$ cat config.mk
export PLATFORM = sky130hd
export DESIGN_NAME = vector_logic_pipe
export DESIGN_NICKNAME = d
export VERILOG_FILES = /design/src/rtl/vector_logic_pipe.sv
export SDC_FILE = /design/constraint.sdc
export NUM_CORES = 1
export LEC_CHECK = 0
export ABC_AREA = 1
export CORE_UTILIZATION = 53
export CTS_BUF_LIST = sky130_fd_sc_hd__clkbuf_8 sky130_fd_sc_hd__clkbuf_16
export DETAILED_ROUTE_END_ITERATION = 12
export PLACE_DENSITY = 0.83
export SLEW_MARGIN = 20
export SYNTH_ARGS = -nofsm -noshare
export SYNTH_HDL_FRONTEND = slang
export SYNTH_SLANG_ARGS = --single-unit
$ cat constraint.sdc
create_clock -name clk -period 2.5 [get_ports clk]
set_clock_uncertainty 0.2 [all_clocks]
set_input_delay 0.75 -clock clk [delete_from_list [all_inputs] [get_ports clk]]
set_output_delay 0.75 -clock clk [all_outputs]
set_load 0.1 [all_outputs]
$ cat src/rtl/vector_logic_pipe.sv
// Registered bitwise-logic stage on a valid/ready stream, with packet-accumulate
// modes (ACC_OR / ACC_XOR) that fold a multi-beat packet into a single result.
module vector_logic_pipe #(
    parameter int W     = 3,
    parameter int CNT_W = 4
) (
    input  logic             clk,
    input  logic             reset,
    input  logic             in_valid,
    output logic             in_ready,
    input  logic [W-1:0]     a,
    input  logic [W-1:0]     b,
    input  logic [2:0]       op,
    input  logic             in_last,
    output logic             out_valid,
    input  logic             out_ready,
    output logic [W-1:0]     out_vec,
    output logic             out_logical,
    output logic [2*W-1:0]   out_not,
    output logic [CNT_W-1:0] out_beats,
    output logic             out_err
);

    typedef enum logic {IDLE, ACC} state_t;

    localparam logic [2:0]       OP_OR     = 3'b000;
    localparam logic [2:0]       OP_AND    = 3'b001;
    localparam logic [2:0]       OP_XOR    = 3'b010;
    localparam logic [2:0]       OP_NOR    = 3'b011;
    localparam logic [2:0]       OP_ACC_OR = 3'b100;
    localparam logic [2:0]       OP_ACC_XR = 3'b101;
    localparam logic [CNT_W-1:0] CNT_ONE   = CNT_W'(1);
    localparam logic [CNT_W-1:0] CNT_MAX   = '1;

    function automatic logic [W-1:0] apply_op(input logic [2:0] o,
                                              input logic [W-1:0] x,
                                              input logic [W-1:0] y);
        case (o)
            OP_OR, OP_ACC_OR:  return x | y;
            OP_AND:            return x & y;
            OP_XOR, OP_ACC_XR: return x ^ y;
            OP_NOR:            return ~(x | y);
            default:           return '0;
        endcase
    endfunction

    function automatic logic [CNT_W-1:0] sat_inc(input logic [CNT_W-1:0] c);
        return (c == CNT_MAX) ? c : c + CNT_ONE;
    endfunction

    state_t           state, state_d;
    logic [W-1:0]     acc, acc_d;
    logic [CNT_W-1:0] cnt, cnt_d;
    logic [2:0]       op_q, op_d;

    logic             accept, is_acc_op, load, res_err;
    logic [W-1:0]     beat_vec, fold_vec, res_vec;
    logic [CNT_W-1:0] res_beats;

    assign in_ready  = !out_valid || out_ready;
    assign accept    = in_valid && in_ready;
    assign is_acc_op = (op == OP_ACC_OR) || (op == OP_ACC_XR);
    // Mid-packet, the op latched on the first beat governs every later beat.
    assign beat_vec  = apply_op((state == ACC) ? op_q : op, a, b);
    assign fold_vec  = apply_op(op_q, acc, beat_vec);

    always_comb begin
        // NOTE: every output of this block gets a default first so no path leaves it unassigned (no latch).
        state_d   = state;
        acc_d     = acc;
        cnt_d     = cnt;
        op_d      = op_q;
        load      = 1'b0;
        res_vec   = '0;
        res_beats = '0;
        res_err   = 1'b0;
        if (accept) begin
            case (state)
                IDLE: begin
                    if (is_acc_op && !in_last) begin
                        acc_d   = beat_vec;
                        op_d    = op;
                        cnt_d   = CNT_ONE;
                        state_d = ACC;
                    end else begin
                        load      = 1'b1;
                        res_vec   = beat_vec;
                        res_beats = CNT_ONE;
                        res_err   = (op[2:1] == 2'b11);
                    end
                end
                ACC: begin
                    if (in_last) begin
                        load      = 1'b1;
                        res_vec   = fold_vec;
                        res_beats = sat_inc(cnt);
                        acc_d     = '0;
                        cnt_d     = '0;
                        state_d   = IDLE;
                    end else begin
                        acc_d = fold_vec;
                        cnt_d = sat_inc(cnt);
                    end
                end
                default: state_d = IDLE;
            endcase
        end
    end

    // NOTE: sequential state uses non-blocking assignments so every register samples pre-edge values.
    always_ff @(posedge clk or posedge reset) begin
        if (reset) begin
            state <= IDLE;
            acc   <= '0;
            cnt   <= '0;
            op_q  <= OP_OR;
        end else begin
            state <= state_d;
            acc   <= acc_d;
            cnt   <= cnt_d;
            op_q  <= op_d;
        end
    end

    // Output register only advances when the slot is free or draining; otherwise it holds.
    always_ff @(posedge clk or posedge reset) begin
        if (reset) begin
            out_valid   <= 1'b0;
            out_vec     <= '0;
            out_logical <= 1'b0;
            out_not     <= '0;
            out_beats   <= '0;
            out_err     <= 1'b0;
        end else if (in_ready) begin
            out_valid <= load;
            if (load) begin
                out_vec     <= res_vec;
                out_logical <= |res_vec;
                out_not     <= {~b, ~a};
                out_beats   <= res_beats;
                out_err     <= res_err;
            end
        end
    end

endmodule

==> results of run 1 <==
logic make-up after synthesis:
| kind of cell | Yosys count |
|---|---|
| flops | 27 |
| buf+inv | 39 |
| simple gates | 118 |
| compound gates | 33 |
| fa+ha+maj | 13 |
| xor+xnor | 1 |
layout make-up:
| class | instances | area [um2] | area share [%] |
|---|---|---|---|
| clock buffers | 3 | 41.3 | 1.67 |
| clock inverters | 1 | 7.51 | 0.303 |
| well taps | 46 | 57.6 | 2.32 |
| inverters | 35 | 136 | 5.50 |
| flip-flops and latches | 27 | 677 | 27.3 |
| repair buffers | 61 | 512 | 20.6 |
| multi-input cells | 165 | 1050 | 42.3 |
where the power goes:
part,switching (mW),internal (mW)
registers,0.111,0.569
clock network,0.149,0.113
logic,1.09,0.486
total,1.35,1.17
cells in the final DEF (no fill, tap or decap), drive strengths merged:
master          n
a21boi          1
o21ai          19
o22ai           3
clkdlybuf4s50   3
inv            35
nor3            2
dfrtp          27
a31oi           4
xnor2           1
nand2          89
dlymetal6s2s    1
dlygate4sd2     6
clkinvlp        1
a21oi           5
clkbuf          6
buf            48
nor2           13
nand3          13
ha             13
or2             1
o31ai           1
sequential cells by signal (all words and copies together) (netlist names):
register	count
out_err	1
out_logical	1
state	1
out_not	6
out_vec	3
acc	3
out_beats	4
out_valid	1
op_q	3
cnt	4
layer usage:
layer,part of all wire [%],wire length [um]
met1,43,1790
met2,52,2180
met3,4.3,179
met4,1.1,46
met5,0,0
path summary, 6_finish.rpt:
check	cells after the start	to	slack, ps	start
max reg2reg	15	out_logical$_DFFE_PP0P_	140	state$_DFFE_PP0P_
max in group asynchronous	3	state$_DFFE_PP0P_	1200	reset
min in group asynchronous	3	out_vec[1]$_DFFE_PP0P_	630	reset
min	2	out_vec[1]$_DFFE_PP0P_	290	out_vec[1]$_DFFE_PP0P_
min reg2reg	2	out_vec[1]$_DFFE_PP0P_	290	out_vec[1]$_DFFE_PP0P_
max	14	out_logical$_DFFE_PP0P_	110	a[1]
critical path, stage by stage:
cell and delay [ps]:
sky130_fd_sc_hd__dlygate4sd2_1 240, sky130_fd_sc_hd__buf_4 130, sky130_fd_sc_hd__ha_1 210, sky130_fd_sc_hd__nand2_2 80, sky130_fd_sc_hd__nand3_4 90, sky130_fd_sc_hd__inv_1 70, sky130_fd_sc_hd__ha_2 170, sky130_fd_sc_hd__nand2_1 50
sky130_fd_sc_hd__o21ai_1 90, sky130_fd_sc_hd__nand3_1 130, sky130_fd_sc_hd__nand2_1 80, sky130_fd_sc_hd__nand2_1 70, sky130_fd_sc_hd__o21ai_1 140, sky130_fd_sc_hd__nand2_1 70
repair_timing:
| item | CTS | global route |
|---|---|---|
| gates resized for setup | 18 | 15 |
| pin swaps | 14 | 12 |
| endpoints found under the setup margin | 7 | 7 |
| setup buffers | 1 | 4 |
through the flow:
stage | TNS (ps) | power [mW] | area [um2] | worst slack [ps] | hold slack, ps
after floorplan | 0 | 1.81 | 1880 | 20.8 | 308
after global placement | -2920 | 2.15 | 2380 | -489 | 269
after detailed placement | -3640 | 2.18 | 2380 | -545 | 271
after CTS | 0 | 2.47 | 2450 | 17.6 | 297
after global routing | 0 | 2.67 | 2480 | 33.8 | 322
final | 0 | 2.52 | 2480 | 107 | 294
==> results.toml, run 1 <==
[place]
place.gp.congestion = 0.845
numPlacedInstances = 329
numPortBuffers = 30
dp.final_hpwl_mm = 3.12

[grt]
antenna_violations_before_repair = 0
globalRouteMet2Util_pct = 42.2
globalRouteOverflowTotal = 0
largest_net_degree_at_the_start_of_global_routing = 28
grt_pass1_vias = 1554
grt_busiest_layer = "met2"
groute.usage.overall_pct = 23.9
first_pass_grt_wire_length_mm = 6.59
global_route.usage.met3_pct = 3.15
grt_use_met1_pct = 29.6

[synthesis]
post-synth-top-count-cell = "sky130_fd_sc_hd__nand2_1"
post_synth_and_or_nand_nor_area_fraction_pct = 35.7
synth_mux_area_share_pct = 0
ys_top_cells_by_area = "sky130_fd_sc_hd__dfrtp_1 (36%), sky130_fd_sc_hd__nand2_1 (12%), sky130_fd_sc_hd__ha_1 (8.7%), sky130_fd_sc_hd__nand2_2 (6.7%), sky130_fd_sc_hd__inv_1 (6.4%)"
number_of_unique_standard_cell_types_used_by_synthesis = 28
dominant_combinational_cell_family_by_area_after_synthesis = "simple AND/OR/NAND/NOR gates"
mappedNetlistNets = 258
post-synth-top-area-fraction_pct = 36.1
yosys.area.top_type = "sky130_fd_sc_hd__dfrtp_1"
postSynth.asyncResetShare_pct = 100
yosys_register_bits = 27
ys_dominant_reg_cell = "sky130_fd_sc_hd__dfrtp_1"
total_of_warnings_raised_by_yosys = 0
netlist_instances = 231
postSynthAreaPerCell_um2 = 8.10
syn-cell-area_um2 = 1870
yosys.area_share.xor_xnor_pct = 0.468
post_synth_fa_ha_maj_area_fraction_pct = 8.69
synth_compound_area_share_pct = 9.56
ys_seq_area_share_pct = 36.1
edff_count_synth = 0
synthTopCellsByCount = "sky130_fd_sc_hd__nand2_1 (61), sky130_fd_sc_hd__inv_1 (32), sky130_fd_sc_hd__dfrtp_1 (27)"

[sta]
report.final.slew_viol_count = 0
timing_worst_slew_pin_value_ps = 341
timing.final.crit_period_ps = 2390
layout_worst_path_cycle_share_pct = 95.7
rsz0062_at_grt = "no"
report.final.setup_viol = 0
timing.fmax_mhz = 418
max_slew_margin_pct = 77.3
report.final.hold_viol_count = 0

[route]
drt-total-wl_mm = 4.20
post_drt_via_cell_ratio = 5.08
route.detailed.wl_per_inst_um = 12.4
drt_iter0_drc = 55
drtAntennaViolNets = 0
drc = 0
drt-pass1-iter-count = 4
num_vias = 1718

[layout]
antenna_cells = 0
finalNonFillerCells = 338
postLayoutCoreUtil_pct = 73.7
n_fill_cell = 259
layout-area-overhead-vs-synth_pct = 32.4
finish.net_count = 320
drive_above_1_share_pct = 37.7

[outcome]
outcome = "finished clean"

[worst_setup_path]
worstSetupStartpointType = "input pin"
critPathMaxFanout = 2
setup.worst_path.end_class = "register"
worstPathRequired_ps = 2480
startpoint_to_endpoint_class_of_the_critical_path = "input pin to register"
critical_path_arrival_ps = 2370

[die]
dieWidth_um = 61.4
floorplan.core_area_um2 = 3360
overall_die_height_um = 61.4
floorplan.initialDensity_pct = 55.7
io_pins = 31
rows = 21
die_area_um2 = 3770

[clock_tree]
number_of_clock_sinks_seen_by_cts = 27
max_clock_buf_depth = 2
cts-hold-fix-buffers = 0
tritoncts.num_buffers = 3
clockRootBuffer = "sky130_fd_sc_hd__clkbuf_8"
cts_tree = "yes"
path_clk_slew_ps = 100
insertion_delay_ps = 280
ctsHtreeMaxLevel = 1

[worst_hold_path]
worst_min_delay_path_category = "register to register"

[pwr]
p_per_area_nw_per_um2 = 1020
ir_drop_mv = 0.506
p_leak_nw = 1.30

[flow_run]
cap_viol_max_count = 0
(Power assumes the default switching activity.)
==> run 2, diff against run 1 <==
- PLACE_DENSITY: 0.83 -> 0.87
==> run 2 against run 1 <==
Net effect: first-iteration DRC count grew 9.1%; final cell count shrank 0.30%; wire length grew 5.7%; core utilization grew 0.15 points; critical path depth shrank 10; combinational power is essentially flat; worst hold slack gained 7.5 ps; critical path type is now input pin to output port; largest cell class unchanged.
==> results.toml, run 2 (synthesis gave the netlist of run 1 again) <==
[sta]
setup_ws_ps = 25.5
timing.final.crit_period_ps = 2470
timing.fmax_mhz = 404
max_slew_margin_pct = 73.9
rsz0062_at_grt = "yes"
report.final.setup_viol = 0
timing_worst_slew_pin_value_ps = 390
report.final.hold_viol_count = 0
hold_ws_ps = 302
layout_worst_path_cycle_share_pct = 99.0
report.final.slew_viol_count = 0

[grt]
globalRouteOverflowTotal = 0
antenna_violations_before_repair = 0
first_pass_grt_wire_length_mm = 7.06
largest_net_degree_at_the_start_of_global_routing = 28
groute.usage.overall_pct = 25.9
grt_pass1_vias = 1619

[worst_setup_path]
worstPathRequired_ps = 1550
worstSetupStartpointType = "input pin"
timing.critical_path.max_delay_family = "buffers and inverters"
critPathBufInv = 3
critical_path.cell_chain = "clkdlybuf4s50_1, inv_2, nand2_4, buf_12"
critPathMaxFanout = 3
critical-path-max-stage-delay_ps = 480
startpoint_to_endpoint_class_of_the_critical_path = "input pin to output port"
crit_slowest_cell = "sky130_fd_sc_hd__clkdlybuf4s50_1"
critical_path_arrival_ps = 1520
setup.worst_path.end_class = "output port"

[clock_tree]
max_clock_buf_depth = 2
insertion_delay_ps = 280
path_clk_slew_ps = 100
number_of_clock_sinks_seen_by_cts = 27
cts_tree = "yes"
tritoncts.num_buffers = 3
ctsHtreeMaxLevel = 1
clockRootBuffer = "sky130_fd_sc_hd__clkbuf_8"
cts-hold-fix-buffers = 0

[die]
dieWidth_um = 61.4
rows = 21
io_pins = 31
overall_die_height_um = 61.4
floorplan.core_area_um2 = 3360
floorplan.initialDensity_pct = 55.7
die_area_um2 = 3770

[layout]
leading_cell_types_in_the_layout_fill_and_taps_excluded = "sky130_fd_sc_hd__nand2_1 (61), sky130_fd_sc_hd__buf_4 (43), sky130_fd_sc_hd__inv_1 (30), sky130_fd_sc_hd__dfrtp_1 (26), sky130_fd_sc_hd__nand2_2 (19)"
finish.net_count = 319
finalNonFillerCells = 337
antenna_cells = 0
layout-area-overhead-vs-synth_pct = 32.7
drive_above_1_share_pct = 38.5
postLayoutCoreUtil_pct = 73.8
largest_reg_flops = 6
top_regs = "out_not: 6 flops, cnt: 4 flops, out_beats: 4 flops"
registers.top_by_ff_count = "out_not"
mostFrequentLayoutCell = "sky130_fd_sc_hd__nand2_1"

[route]
num_vias = 1698
route.detailed.wl_per_inst_um = 13.2
drt_iter0_drc = 60
drt-pass1-iter-count = 4
drt-total-wl_mm = 4.44
drtAntennaViolNets = 0
drc = 0
post_drt_via_cell_ratio = 5.04

[pwr]
clock_power_share_pct = 10.3
p_sw_share_pct = 53.7
switching_power_mw = 1.36
design_power_total_mw = 2.54
p_per_area_nw_per_um2 = 1020
ir_drop_mv = 0.641
sequential_power_share_pct = 27.0
p_leak_nw = 1.29
power.share.combinational_pct = 62.7
internal_power_mw = 1.18

[place]
numPortBuffers = 30
dp.final_hpwl_mm = 3.36
numPlacedInstances = 331
place.gp.congestion = 0.897
pre_cts_setup_slack_ps = -532

[outcome]
outcome = "finished clean"

[worst_hold_path]
worst_min_delay_path_category = "register to register"

[flow_run]
cap_viol_max_count = 0
[run 2: repair_timing]
action	in CTS	in global routing
resized for setup	22	13
endpoints found under the hold margin	0	0
setup buffers	0	2
pin swaps	14	6
endpoints found under the setup margin	7	7
[run 2: power by group through the flow]
stage | combinational, mW | sequential [mW] | clock, mW
finish | 1.59 | 0.686 | 0.260
floorplan | 0.594 | 1.22 | 0
detailed placement | 1.53 | 0.689 | 0
CTS | 1.56 | 0.683 | 0.265
global placement | 1.50 | 0.681 | 0
global route | 1.70 | 0.709 | 0.284
[run 2: final cells by class]
| cell class | count | area (um2) |
|---|---|---|
| well taps | 46 | 57.6 |
| inverters | 35 | 136 |
| clock inverters | 1 | 7.51 |
| flip-flops and latches | 27 | 677 |
| fillers | 258 | 880 |
| repair buffers | 60 | 498 |
| multi-input cells | 165 | 1070 |
| clock buffers | 3 | 41.3 |
[run 2: worst paths after layout]
path	cells after the start	slack [ps]	endpoint	startpoint
worst max-delay path	4	30	in_ready	out_ready
worst min-delay path	2	300	out_err$_DFFE_PP0P_	out_err$_DFFE_PP0P_
worst max register to register	15	170	out_logical$_DFFE_PP0P_	state$_DFFE_PP0P_
worst min register to register	2	300	out_err$_DFFE_PP0P_	out_err$_DFFE_PP0P_
max in group asynchronous	3	1190	state$_DFFE_PP0P_	reset
min in group asynchronous	3	630	cnt[1]$_DFFE_PP0P_	reset
[run 2: layer usage]
metal,vias up,wire [um],track usage (%)
met5,-,0,0
met4,0,97,12.1
met3,11,183,3.99
met2,56,2330,43.6
met1,786,1830,32.6
li1,845,-,-
[run 2: tightest hold or removal path, cell delays in order (launching register included)]
cell and delay, ps:
sky130_fd_sc_hd__dfrtp_1 360, sky130_fd_sc_hd__nand2_1 60, sky130_fd_sc_hd__o31ai_1 50
[run 2: metrics by stage]
step / area [um2] / setup TNS (ps)
6_report: 2480 / 0
4_1_cts: 2470 / 0
3_3_place_gp: 2400 / -2770
5_1_grt: 2480 / -6.80
2_1_floorplan: 1880 / 0
3_5_place_dp: 2400 / -3680
